$ cat config.mk
export PLATFORM = sky130hd
export DESIGN_NAME = key_debounce
export DESIGN_NICKNAME = d
export VERILOG_FILES = /design/src/rtl/key_debounce.sv
export SDC_FILE = /design/constraint.sdc
export NUM_CORES = 1
export LEC_CHECK = 0
export CAP_MARGIN = 0
export CELL_PAD_IN_SITES_DETAIL_PLACEMENT = 1
export CELL_PAD_IN_SITES_GLOBAL_PLACEMENT = 1
export CORE_UTILIZATION = 23
export DETAILED_ROUTE_END_ITERATION = 16
export HOLD_SLACK_MARGIN = 0.05
export PLACE_DENSITY_LB_ADDON = 0.1
export SYNTH_ARGS = -nofsm -noshare
export SYNTH_HDL_FRONTEND = slang
export SYNTH_SLANG_ARGS = --single-unit
export TNS_END_PERCENT = 30
$ cat constraint.sdc
create_clock -name iCLK -period 4.8 [get_ports iCLK]
set_input_delay 0.96 -clock iCLK [delete_from_list [all_inputs] [get_ports iCLK]]
set_output_delay 0.96 -clock iCLK [all_outputs]
set_load 0.005 [all_outputs]
$ cat src/rtl/key_debounce.sv
// Push-button conditioner: 2-flop synchronizer, tick-gated debounce per key,
// single-cycle press/release pulses and a 3-bit up/down position index.
module key_debounce #(
    parameter int N_KEYS     = 4,
    parameter int DIV_W      = 19,
    parameter int STABLE_CNT = 4
) (
    input  logic              iCLK,
    input  logic              iRST_N,
    input  logic [N_KEYS-1:0] iKEY,
    output logic [N_KEYS-1:0] oKEY,
    output logic [N_KEYS-1:0] oPRESS,
    output logic [N_KEYS-1:0] oRELEASE,
    output logic [2:0]        oPOS,
    output logic              oTICK
);

    localparam int CNT_W = $clog2(STABLE_CNT);
    localparam logic [CNT_W-1:0] CNT_LAST = CNT_W'(STABLE_CNT - 1);
    // oTICK is registered, so it is raised one count early to coincide with all-ones.
    localparam logic [DIV_W-1:0] TICK_PRE = ~DIV_W'(1);

    logic [N_KEYS-1:0] sync_a;
    logic [N_KEYS-1:0] sync_b;
    logic [DIV_W-1:0]  div_cnt;
    logic [CNT_W-1:0]  deb_cnt [N_KEYS];

    always_ff @(posedge iCLK) begin
        if (!iRST_N) begin
            sync_a  <= '0;
            sync_b  <= '0;
            div_cnt <= '0;
            oTICK   <= 1'b0;
        end else begin
            sync_a  <= iKEY;
            sync_b  <= sync_a;
            div_cnt <= div_cnt + DIV_W'(1);
            oTICK   <= (div_cnt == TICK_PRE);
        end
    end

    // A key level is accepted only after STABLE_CNT consecutive disagreeing ticks.
    always_ff @(posedge iCLK) begin
        if (!iRST_N) begin
            oKEY     <= '0;
            oPRESS   <= '0;
            oRELEASE <= '0;
            for (int k = 0; k < N_KEYS; k++) begin
                deb_cnt[k] <= '0;
            end
        end else begin
            oPRESS   <= '0;
            oRELEASE <= '0;
            if (oTICK) begin
                for (int k = 0; k < N_KEYS; k++) begin
                    if (sync_b[k] == oKEY[k]) begin
                        deb_cnt[k] <= '0;
                    end else if (deb_cnt[k] == CNT_LAST) begin
                        oKEY[k]     <= sync_b[k];
                        oPRESS[k]   <= sync_b[k];
                        oRELEASE[k] <= ~sync_b[k];
                        deb_cnt[k]  <= '0;
                    end else begin
                        deb_cnt[k] <= deb_cnt[k] + CNT_W'(1);
                    end
                end
            end
        end
    end

    // Opposing presses in the same cycle cancel out.
    always_ff @(posedge iCLK) begin
        if (!iRST_N) begin
            oPOS <= '0;
        end else if (oPRESS[0] && !oPRESS[1]) begin
            oPOS <= oPOS + 3'd1;
        end else if (oPRESS[1] && !oPRESS[0]) begin
            oPOS <= oPOS - 3'd1;
        end
    end

endmodule
# After elaboration in Yosys (flattened, before gate mapping)
# Memory sizes are Yosys's and may differ from the RTL's.
# Cells that the tools add are included.
# classes
add_sub_neg,7
n_eq_ne,9
n_mux,71
n_bitwise,26
reduce_logical,13
# ops
op,n
two-way mux 1 bit,57
two-way mux 2 bit,12
adder 19 x 1 -> 19 bit (second input constant),1
== test 19 bit (second input constant),1
OR reduction 4 bit,4
NOT 1 bit,14
bitwise OR 1 bit,12
AND reduction 3 bit,4
adder 2 x 1 -> 2 bit (second input constant),4
== test 2 bit (second input constant),4
two-way mux 3 bit,2
== test 1 bit,4
adder 3 x 1 -> 3 bit (second input constant),1
subtractor 3 x 1 -> 3 bit (second input constant),1
logical AND 1 bit,2
zero test 1 bit,2
nonzero test 2 bit,1
# word_totals
register_bits,43
ram_bits,8
in_bits,6
out_inout_bits,16
word_cells,144
n_memories,1
# memory_table
name,depth,width,rd,rd_clocked_by_memory_dff,wr,line_no,text
deb_cnt,4,2,4,0,4,26,logic [CNT_W-1:0] deb_cnt [N_KEYS];

# Logic depth before layout (Yosys ltp)
# depth
word_depth,8
mapped_depth,7
mapped_depth_nobuf,7

# Worst setup path after synthesis
# No wires, ideal clock.
# synth_path
path_kind,register to register
start,reg div_cnt[0]
end,reg div_cnt[18]
setup_time_ps,70
arrival_time_ps,1638
required_time_ps,4730
path_slack_ps,3093
path_stages_with_launch,6
path_buffers,0
period_less_slack_ps,1707
path_cell_list,dfxtp_1 -> ha_1 -> nand4_2 -> or2_4 -> or4_1 -> a21oi_1
# synth_via
elab_chain_len,1
# synth_lines
item,line_no,text
"start, declared",25,logic [DIV_W-1:0] div_cnt;
"start signal, assigned",37,div_cnt <= div_cnt + DIV_W'(1);
adder 19 x 1 -> 19 bit,37,
# Every way passes these cells.
# A chain may end at the register's enable or synchronous reset.

# Final worst setup path
# layout_path
start,in iRST_N
end,reg div_cnt[16]
# layout_lines
item,line_no,text
"start, declared",9,"input logic iRST_N,"
# No word-level cell between the ends.

==> flow_summary.yaml <==
sta:
  fin_crit_ps: 2670
  rsz0062_at_grt: "false"
  worstMarginPinSlew_ps: 799
  finalHoldViolCount: 0
  fin_crit_sh_pct: 55.5
  finalMaxSlewViolations: 0
  setup_viol: 0
  fin_tns_setup_ps: 0
  fmax_mhz: 375
  slew_headroom_pct: 46.4
  fin_skew_ps: 7.04
drt:
  wl_per_cell_um: 12.9
  ant_nets: 0
  drc: 0
  num_vias: 1480
  avgViaCountPerCell: 4.43
  first_pass_iters: 4
  routed_wl_um: 4320
  drt_first_iter_violations: 30
final_layout:
  drive_gt1_share_pct: 5.75
  nFillCells: 1028
  final_design_area_no_fill_um2: 2470
  n_antenna_cell: 0
  finalNetCount: 239
  final_common_cell: "dfxtp_1"
  areaGrowthSynthToFinish_pct: 20.8
  final_cell_mix: "dfxtp_1 (43), clkdlybuf4s50_1 (21), nand2_1 (16), nor2_1 (16), nand3_1 (14)"
yosys:
  ys_seq_elements: 51
  yosys.cell_types.count: 32
  synth_edf_count: 8
  ys_warn_count: 0
  seq_area_frac_synth_pct: 53.9
  syn_nets: 216
  avgSynthCellArea_um2: 10.1
  ys_async_sr_fraction_pct: 0
  netlist_area_um2: 2040
  syn_inst: 202
  ys.flop_type: "dfxtp_1"
place:
  dp_hpwl_um: 2980
  place_area_um2: 2370
  numPortBuffers: 21
  gp_congestion: 0.690
floorplanning:
  die_area_um2: 9260
  row_count: 34
  dieWidth_um: 96.2
  die_h_um: 96.2
  pin_count: 22
  core_area_um2: 8680
  initial_core_util_pct: 23.5
pwr:
  p_sw_uw: 170
  clkPwrFrac_pct: 36.5
  p_total_uw: 738
  intPower_uw: 569
  seq_power_share_pct: 60.5
  p_leak_nw: 0.779
  swShare_pct: 23.0
  pwr_density_cell_nw_per_um2: 299
  combPwrFrac_pct: 3.0
  ir_drop_uv: 91.0
worst_hold_path:
  holdPathStages: 1
  hold_start: "sync_a[2]"
  hold_path_end: "sync_b[2]"
  worstHoldPathType: "reg -> reg"
critical_path:
  rr_worst_depth: 5
  crit_chain: "clkdlybuf4s50_1 > clkinv_1 > a21oi_1"
  critPathKind: "in -> reg"
  rr_startpoint: "div_cnt[0]"
  slowest_stage: "clkdlybuf4s50_1"
  cp.required_ps: 5030
  cp-end-kind: "flop"
  rrSetupSlack_ps: 2880
  start_kind: "input port"
  arrival_ps: 2890
  critical_path_buf_inv_count: 2
  cpPeakStageDelay_ps: 800
  r2r-end: "div_cnt[18]"
  cp_max_fo: 26
  crit_family: "buffers and inverters"
clock_tree:
  cts_tree: "built"
  clock-sinks: 51
  cts_resized: 0
  htreeDepth: 2
  ctsHoldBuffers: 0
  cts_root_buf: "clkbuf_8"
  cts_made_buffers: 5
  worstSkewPairLatency_ps: 310
  cts.clk_slew.worst_paths_ps: 100
  cts_buffer_depth: 2
  cts_setup_buffers: 0
global_routing:
  grt_pass1_vias: 1509
  grt_pass1_wl_um: 7490
  grt_overflow_total: 0
  grt_usage_pct: 10.9
  antenna_found_initial: 0
  grt_max_degree: 27
job:
  cap_violations: 0
status:
  status: "complete, no violations"
## registers in the layout (all words and copies together), names as in the netlist
signal    count
div_cnt      19
sync_b        4
oPOS          3
oKEY          4
oPRESS        4
oRELEASE      4
oTICK         1
deb_cnt       8
sync_a        4
## final cells by class
cell class	instances	area (um2)	area share, %
clock buffer	6	82.6	3.35
clock inverter	2	16.3	0.660
inverter	6	22.5	0.913
multi-input combinational	140	898	36.4
sequential	51	1100	44.6
tap	108	135	5.48
timing repair buffer	21	210	8.52
## cells by family (layout without fill, tap and decap cells)
group / Yosys count / count (layout) / synth area share [%]
and+or+nand+nor: 96 / 96 / 26.3
DFF: 51 / 51 / 53.9
AOI/OAI and AO/OA: 18 / 18 / 4.66
xor gates and xnor gates: 17 / 17 / 7.29
buffers and inverters: 11 / 35 / 2.08
adders and majority gates: 8 / 8 / 5.27
muxes: 1 / 1 / 0.490
## synthesized netlist by cell type (5+ instances only)
| cell | instances | area [um2] |
|---|---|---|
| nor3_1 | 5 | 25.0 |
| and2_1 | 8 | 50.1 |
| nand2_1 | 16 | 60.1 |
| xor2_1 | 5 | 43.8 |
| inv_1 | 5 | 18.8 |
| o21ai_0 | 5 | 25.0 |
| nor4_1 | 7 | 43.8 |
| ha_1 | 7 | 87.6 |
| nor3b_1 | 8 | 60.1 |
| nor2_1 | 16 | 60.1 |
| xnor2_1 | 12 | 105 |
| edfxtp_1 | 8 | 240 |
| dfxtp_1 | 43 | 861 |
| nand3_1 | 14 | 70.1 |
| a21oi_1 | 11 | 55.1 |
## power groups by stage
stage | logic, mW | registers [mW] | clock network (mW)
floorplan | 0.0143 | 0.455 | 0
global placement | 0.0236 | 0.456 | 0
detailed placement | 0.0235 | 0.457 | 0
CTS | 0.0235 | 0.447 | 0.287
global route | 0.0265 | 0.448 | 0.302
finish | 0.0225 | 0.446 | 0.269
## worst max path at each step
stage | start | endpoint | cells past startpoint
2_1_floorplan | div_cnt[0] | div_cnt[18] | 5
3_3_place_gp | iRST_N | oKEY[0] | 3
3_5_place_dp | iRST_N | div_cnt[18] | 3
4_1_cts | iRST_N | oKEY[1] | 3
5_1_grt | iRST_N | div_cnt[6] | 3
6_report | iRST_N | div_cnt[16] | 3
## worst reg2reg max path, cell delays in order (launching register included)
cell     delay, ps
dfxtp_1        420
ha_1           290
nand4_2        190
or2_4          300
or4_1          500
a21oi_1        140
## metal layers
metal / vias up / wire length [um] / track usage [%]
met3: 7 / 175 / 2.69
met2: 17 / 1930 / 16.8
met4: 0 / 69 / 4.85
li1: 752 / - / -
met1: 704 / 2150 / 14.2
met5: - / 0 / 0
## stage by stage
stage / instances / hold slack (ps) / util, % / setup slack (ps)
floorplan: 202 / 412 / - / 3090
global placement: 326 / 419 / 27.3 / 1750
detailed placement: 326 / 420 / 27.3 / 1690
CTS: 334 / 446 / 28.4 / 2050
global route: 334 / 470 / 28.4 / 1820
finish: 334 / 442 / 28.4 / 2130
Note: power is estimated with default switching activity, not from simulation.
